## src/rtl/idex_hazard_stage.sv

```systemverilog
// ID/EX pipeline register with load-use hazard detection and a pipeline-fill counter.
// Optional feature: define IDEX_FILL_COUNTER_EN to build the fill counter register;
// without it pcsrc_counter is tied permanently to FILL_MAX (forwarding always enabled).
module idex_hazard_stage #(
    parameter int          XLEN     = 32,
    parameter logic [2:0]  FILL_MAX = 3'b100
) (
    input  logic            clk,
    input  logic            rst,
    input  logic [4:0]      id_rs1,
    input  logic [4:0]      id_rs2,
    input  logic [4:0]      id_rd,
    input  logic [XLEN-1:0] id_rs1_data,
    input  logic [XLEN-1:0] id_rs2_data,
    input  logic [XLEN-1:0] id_imm,
    input  logic            id_uses_rs2,
    input  logic            id_alusrc,
    input  logic            id_regwrite,
    input  logic            id_memread,
    input  logic            id_memwrite,
    input  logic            id_memtoreg,
    input  logic            flush,
    output logic [4:0]      idex_rs1,
    output logic [4:0]      idex_rs2,
    output logic [4:0]      idex_rd,
    output logic [XLEN-1:0] idex_rs1_data,
    output logic [XLEN-1:0] idex_rs2_data,
    output logic [XLEN-1:0] idex_imm,
    output logic            idex_alusrc,
    output logic            idex_regwrite,
    output logic            idex_memread,
    output logic            idex_memwrite,
    output logic            idex_memtoreg,
    output logic            stall,
    output logic [2:0]      pcsrc_counter
);

    logic rs1_hit;
    logic rs2_hit;
    logic bubble;

    // Load in EX whose destination is read by the instruction in ID; x0 never matches,
    // and a flush makes the stall pointless since the ID instruction is discarded.
    always_comb begin
        rs1_hit = (idex_rd == id_rs1);
        rs2_hit = id_uses_rs2 & (idex_rd == id_rs2);
        stall   = idex_memread & (idex_rd != 5'd0) & (rs1_hit | rs2_hit) & ~flush;
        bubble  = stall | flush;
    end

    // Pipeline register: indices and operands always load, control and rd are zeroed on a bubble.
    always_ff @(posedge clk) begin
        if (rst) begin
            idex_rs1      <= 5'd0;
            idex_rs2      <= 5'd0;
            idex_rd       <= 5'd0;
            idex_rs1_data <= '0;
            idex_rs2_data <= '0;
            idex_imm      <= '0;
            idex_alusrc   <= 1'b0;
            idex_regwrite <= 1'b0;
            idex_memread  <= 1'b0;
            idex_memwrite <= 1'b0;
            idex_memtoreg <= 1'b0;
        end else begin
            idex_rs1      <= id_rs1;
            idex_rs2      <= id_rs2;
            idex_rs1_data <= id_rs1_data;
            idex_rs2_data <= id_rs2_data;
            idex_imm      <= id_imm;
            if (bubble) begin
                idex_rd       <= 5'd0;
                idex_alusrc   <= 1'b0;
                idex_regwrite <= 1'b0;
                idex_memread  <= 1'b0;
                idex_memwrite <= 1'b0;
                idex_memtoreg <= 1'b0;
            end else begin
                idex_rd       <= id_rd;
                idex_alusrc   <= id_alusrc;
                idex_regwrite <= id_regwrite;
                idex_memread  <= id_memread;
                idex_memwrite <= id_memwrite;
                idex_memtoreg <= id_memtoreg;
            end
        end
    end

`ifdef IDEX_FILL_COUNTER_EN
    logic [2:0] fill_count;

    // Cycles since the last flush/reset, saturating; a flush wins even when already saturated.
    always_ff @(posedge clk) begin
        if (rst || flush) begin
            fill_count <= 3'd0;
        end else if (fill_count < FILL_MAX) begin
            fill_count <= fill_count + 3'd1;
        end
    end

    assign pcsrc_counter = fill_count;
`else
    assign pcsrc_counter = FILL_MAX;
`endif

endmodule

```

## config.mk

```make
export PLATFORM = sky130hd
export DESIGN_NAME = idex_hazard_stage
export DESIGN_NICKNAME = d
export VERILOG_FILES = /design/src/rtl/idex_hazard_stage.sv
export SDC_FILE = /design/constraint.sdc
export NUM_CORES = 1
export LEC_CHECK = 0
export ABC_AREA = 1
export CAP_MARGIN = 20
export CORE_ASPECT_RATIO = 0.5
export CORE_MARGIN = 2
export CORE_UTILIZATION = 31
export CTS_BUF_LIST = sky130_fd_sc_hd__clkbuf_16
export DETAILED_ROUTE_END_ITERATION = 10
export GPL_TIMING_DRIVEN = 0
export HOLD_SLACK_MARGIN = 0.02
export PLACE_DENSITY_LB_ADDON = 0.15
export REMOVE_ABC_BUFFERS = 1
export SLEW_MARGIN = 20
export SYNTH_ARGS = -nofsm -noshare
export SYNTH_HDL_FRONTEND = slang
export SYNTH_SLANG_ARGS = --single-unit
```

## constraint.sdc

```tcl
create_clock -name clk -period 1 [get_ports clk]
set_input_delay 0.1 -clock clk [delete_from_list [all_inputs] [get_ports clk]]
set_output_delay 0.1 -clock clk [all_outputs]
set_load 0.02 [all_outputs]
```

==> results of run 1 <==
-- area by class of cell --
class	instances	area, um2
well taps	145	181.4
clock buffers	17	425.4
clock inverters	15	166.4
flip-flops and latches	116	2342
fillers	1047	4731
multi-input cells	162	691.9
repair buffers	245	1981
inverters	122	460.4
-- power by group --
part           total, uW  leakage (uW)  internal (uW)  switching (uW)
Combinational       1460       0.00209            739             723
Sequential          4920      0.000969           4860            61.1
Clock               5970      0.000277           3880            2090
Total              12400       0.00334           9480            2870
-- per-layer routing --
metal | routed length, um | vias up | part of all wire, % | track usage [%]
met3 | 520 | 13 | 5.6 | 4.694
li1 | - | 1622 | - | -
met5 | 0 | - | 0 | 0
met1 | 3575 | 1347 | 38 | 15.24
met4 | 177 | 0 | 1.9 | 6.355
met2 | 5024 | 98 | 54 | 30.41
-- sequential cells by signal, indices dropped and copies added (netlist names) --
register       cells
idex_rs2           5
idex_memwrite      1
idex_rs1           5
idex_imm          32
idex_rs2_data     32
idex_memread       1
idex_regwrite      1
idex_rd            5
idex_memtoreg      1
idex_alusrc        1
idex_rs1_data     32
-- worst paths after layout --
path                                    from                end  slack (ns)
worst max-delay path              idex_rd[2]              stall       -0.53
worst min-delay path                     rst  idex_rs2_data[19]        0.20
worst max register to register    idex_rd[2]       idex_memread       -0.43
worst min register to register  idex_memread        idex_alusrc        0.96
-- cell usage in the layout (no fill, tap or decap), drive strengths merged --
| cell | Yosys | final |
|---|---|---|
| clkdlybuf4s50 | 0 | 118 |
| clkinvlp | 0 | 5 |
| nand4 | 1 | 1 |
| nand2 | 29 | 30 |
| nand3 | 2 | 2 |
| xnor2 | 1 | 1 |
| conb | 2 | 3 |
| inv | 122 | 123 |
| dfxtp | 116 | 116 |
| clkbuf | 6 | 17 |
| clkinv | 0 | 6 |
| buf | 9 | 127 |
| bufinv | 0 | 3 |
| nor2 | 124 | 124 |
| o21ai | 1 | 1 |
-- timing repair --
| action | in CTS | in global routing |
|---|---|---|
| setup endpoints to repair | 127 | 41 |
| hold buffers | 0 | 0 |
| endpoints found under the hold margin | 0 | 0 |
| gates resized for setup | 493 | 55 |
| setup buffers | 9 | 3 |
| gates cloned | 1 | 0 |
| pin swaps | 3 | 5 |
-- cells by family (layout without fill, tap and decap cells) --
logic type,after synthesis,in the layout,synth area share [%]
simple gates,156,157,17.33
buf+inv,137,399,15.32
flops,116,116,66.74
other cells,2,3,0.2158
compound gates,1,1,0.1437
xor+xnor,1,1,0.2518
-- per-stage QoR --
stage / hold slack (ns) / setup slack [ns] / total power, uW / util, %
global placement: 0.6191 / -3.179 / 6648 / 54.21
finish: 0.2014 / -0.5281 / 12360 / 56.91
global route: 0.2081 / -0.6291 / 12870 / 56.91
detailed placement: 0.6214 / -0.8964 / 6650 / 54.37
CTS: 0.2013 / -0.5773 / 12500 / 55.67
floorplan: 0.1712 / -0.3259 / 5586 / -
==> impl_results.md, run 1 <==
- Dpl cells: 781
- CP dominant cell by count: buf_4
- Worst path depth: 7
- Die width: 153.8 um
- Chip Height: 78.92 um
- Worst path top cell family by delay: flip-flops
- Crit-path cells: buf_4, xnor2_1, nand3_1, nand2_1, nand2_2, nor2_2, buf_4
- GRT Total Usage: 15.40%
- Leak: 0.003337 uW
- Area contributors post-synth: dfxtp_1 67%, nor2_1 13%, inv_1 13%
- First-pass GRT wire length: 14.46 mm
- Vias per cell: 3.747
- Yosys top cell by area: dfxtp_1
- Crit share post-route: 152.8%
- Worst Path Required: 0.90 ns
- Root Driver: clkbuf_16
- Ports: 240
- Worst vdd ir: 1309 uV
- Largest net degree at the start of global routing: 62
- Avg Inst Size Synth: 8.425 um2
- Failing checks: negative setup slack
- Status: complete, but fails checks
- Crit-path max cell delay: 0.35 ns
- Synthesis-stage register bit count: 116
- Final Cell Area: 6248 um2
- Post-DR wirelength/cell: 11.31 um
- Synth top cells by count: 123 x nor2_1, 121 x inv_1, 116 x dfxtp_1
- RSZ-0062 raised after global routing: yes
- Reg clk slew, reported paths: 0.05 ns
- CTS tree: yes
- Worst hold path type: primary input to register
- Synth Cell Area: 3480 um2
- CORE AREA: 10980 um2
- Placed instance area: 5969 um2
- Clock latency on the worst-skew pair: 0.39 ns
- Die ar.: 12140 um2
- Critical path peak fanout: 4
- GRT overflow: 0
- H-tree levels: 4
- Initial core utilization: 31.69%
- R2r worst-path depth: 10
- CTS Buffer Depth: 2
- Worst hold path cell count: 2
- Clock Skew: 0.003600 ns
- Detailed placer's ending HPWL: 6.669 mm
- Ys async rst share: 0%
- Vias in the first global route: 2955
- Main synth FF type: dfxtp_1
- Area growth, synth to finish: 79.58%
- Number of diodes: 0
- WP data arrival: 1.43 ns
- DR vias: 3080
- Buffers & Inverters on Critical Path: 2
- Fmax: 0.6544 GHz
- Routability cong.: 0.7130
- Crit path time final: 1.528 ns
- Mapped Cells: 413
- Top-count cell post-synth: nor2_1
- Fin nets: 784
- Total CTS buffers: 17
- Setup crit start kind: register
- DRC Markers: 0
- Layout cells sized above 1: 26.74%
- Unique masters post-synth: 16
- Critical Path Slowest Stage Cell: dfxtp_4
- Hold Vio Cnt, Final: 0
- Initial antenna violation count: 0
- Maxcap violations: 0
- EDFF count, synth: 0
- DR iter-0 viols: 75
- Sequential area share after synthesis: 66.74%
- Final setup TNS: -4.935 ns
- # port buffers: 236
- Pre-Repair DR Iteration Count: 4
- Critical path capture point type: output pin
- Max-slew violations: 0
- Row cnt: 27
- Power Density: 1977 nW/um2
- Routed WL: 9.297 mm
- Max_slew headroom: 54.62%
- Synth warnings: 0
- Slew @ Worst Pin: 0.6782 ns
- Post-Layout Cell Count: 822
- Synth top area share: 66.74%
- Clock sinks: 116
- PnR worst setup slack: -0.5281 ns
- CP Class: register to output pin
- Final setup violation count: 15
- Antenna-violating nets left: 0
Power figures use the tool's default switching activity.
==> inputs of run 2 (changes only) <==
Settings changed: SETUP_SLACK_MARGIN from default to 0.3.
==> run 2 against run 1 <==
Compared with the run above:
- the flow still finishes with violations (negative setup slack)
- first-iteration DRC count shrank 4.0%
- non-clock buffer count is the same
- routed wire length grew 1.8%
- hold slack lost 0.10 ns
- total power grew 2.9%
- via count grew 2.2%
==> impl_results.md, run 2 (same netlist as run 1, synthesis figures left out) <==
- Crit path time final: 1.526 ns
- Slew @ Worst Pin: 0.6749 ns
- Critical path peak fanout: 4
- Initial antenna violation count: 0
- Vias in the first global route: 3035
- Largest net degree at the start of global routing: 62
- Most frequent cells in the layout: 122 x buf_6, 118 x inv_1, 118 x clkdlybuf4s50_1, 114 x nor2_1, 112 x dfxtp_2
- Row cnt: 27
- Hold Vio Cnt, Final: 0
- Clock Skew: 0.004883 ns
- Crit-path max cell delay: 0.36 ns
- GRT Total Usage: 15.41%
- Critical path capture point type: output pin
- Routed WL: 9.466 mm
- CP Class: register to output pin
- Die ar.: 12140 um2
- Initial core utilization: 31.69%
- Worst hold path cell count: 2
- Fmax: 0.6554 GHz
- Buffers & Inverters on Critical Path: 2
- Pre-CTS setup slack: -0.8964 ns
- Worst hold endpoint: idex_rs2_data[19]
- Crit-path cells: inv_2, nand2_1, nand2_1, nor2_2, nand3_1, nand2_1, nand2_2, nor2_2, buf_4
- Layout cells sized above 1: 42.84%
- R2r worst-path depth: 12
- Vias per cell: 3.831
- GRT overflow: 0
- RSZ-0062 raised after global routing: yes
- Leading cell type in the layout, fill and taps excluded: buf_6
- Final setup violation count: 15
- H-tree levels: 4
- Worst hold start: rst
- Clock sinks: 116
- DRC Markers: 0
- Dpl cells: 781
- Antenna-violating nets left: 0
- DR vias: 3149
- Crit share post-route: 152.6%
- Largest regs: idex_imm (32), idex_rs1_data (32), idex_rs2_data (32)
- Flop2flop setup slack: -0.44 ns
- Crit Reg-Reg Endpoint: idex_memread
- Maxcap violations: 0
- Area growth, synth to finish: 101.1%
- Power Total: 12710 uW
- Die width: 153.8 um
- Pre-Repair DR Iteration Count: 4
- # port buffers: 236
- CP dominant cell by count: nand2_1
- Root Driver: clkbuf_16
- Ports: 240
- Hold Buf Count CTS: 0
- Max_slew headroom: 54.84%
- Leak: 0.003499 uW
- Reg clk slew, reported paths: 0.06 ns
- Worst vdd ir: 1321 uV
- Max-slew violations: 0
- Worst path top cell family by delay: simple AND/OR/NAND/NOR gates
- Number of diodes: 0
- DR iter-0 viols: 72
- Detailed placer's ending HPWL: 6.669 mm
- PnR worst setup slack: -0.5259 ns
- Setup crit start kind: register
- Power Density: 1817 nW/um2
- CTS Buffer Depth: 2
- Final core occ: 63.74%
- Status: complete, but fails checks
- Total CTS buffers: 17
- CORE AREA: 10980 um2
- Post-Layout Cell Count: 822
- WP data arrival: 1.43 ns
- Routability cong.: 0.7130
- First-pass GRT wire length: 14.45 mm
- Chip Height: 78.92 um
- Worst R2R Start: idex_rd[4]
- Clock latency on the worst-skew pair: 0.39 ns
- Worst hold path type: primary input to register
- CTS tree: yes
- Critical Path Slowest Stage Cell: dfxtp_4
- Fin nets: 784
- Worst Path Required: 0.90 ns
- Post-DR wirelength/cell: 11.52 um
- Failing checks: negative setup slack
-- run 2: cell counts in the layout (fill, tap and decap cells not counted) --
No cell type changed its count.
-- run 2: final cells by class --
class	count	area (um2)
multi-input combinational	162	684.4
inverter	122	457.9
tap	145	181.4
fill	945	3981
timing repair buffer	245	2605
clock inverter	15	166.4
sequential	116	2477
clock buffer	17	425.4
-- run 2: layer usage --
layer	routed length (um)	track usage (%)
met4	229	7.664
met1	3509	14.62
met5	0	0
met3	531	4.913
met2	5194	30.45
-- run 2: worst reg2reg max path, stage by stage, from the launching register on --
cell     delay, ns
dfxtp_4       0.36
inv_2         0.04
nand2_1       0.05
nand2_1       0.05
nor2_2        0.11
nand3_1       0.07
nand2_1       0.08
nand2_2       0.06
buf_4         0.13
buf_4         0.12
buf_6         0.13
nand2_8       0.08
nor2_1        0.06
-- run 2: worst max-delay path by stage --
stage,to,startpoint,cells past startpoint,slack [ns]
global route,stall,idex_rd[1],9,-0.64
floorplan,stall,idex_rd[1],8,-0.33
global placement,idex_regwrite,rst,4,-3.18
CTS,stall,idex_rd[2],9,-0.58
finish,stall,idex_rd[4],9,-0.53
detailed placement,stall,id_rs2[1],10,-0.90
-- run 2: timing repair --
action,4_1_cts,5_1_grt
setup endpoints to repair,174,127
setup buffers,7,1
pin swaps,3,2
cloned,1,0
gates resized for setup,821,24
-- run 2: report_power, final --
part           internal [uW]  leakage, uW  switching [uW]  total (uW)
Combinational            979      0.00222             720        1700
Clock                   3880     0.000277            2100        5990
Sequential              4910     0.000999             114        5030
Total                   9780      0.00350            2940       12700
-- run 2: per-stage QoR --
step	TNS (ns)	hold WS, ns	cell area [um2]
2_1_floorplan	-2.151	0.1712	3408
3_3_place_gp	-327.36	0.6191	5952
3_5_place_dp	-13.27	0.6214	5969
4_1_cts	-5.014	0.1027	6927
5_1_grt	-6.312	0.1211	6998
6_report	-5.030	0.09872	6998
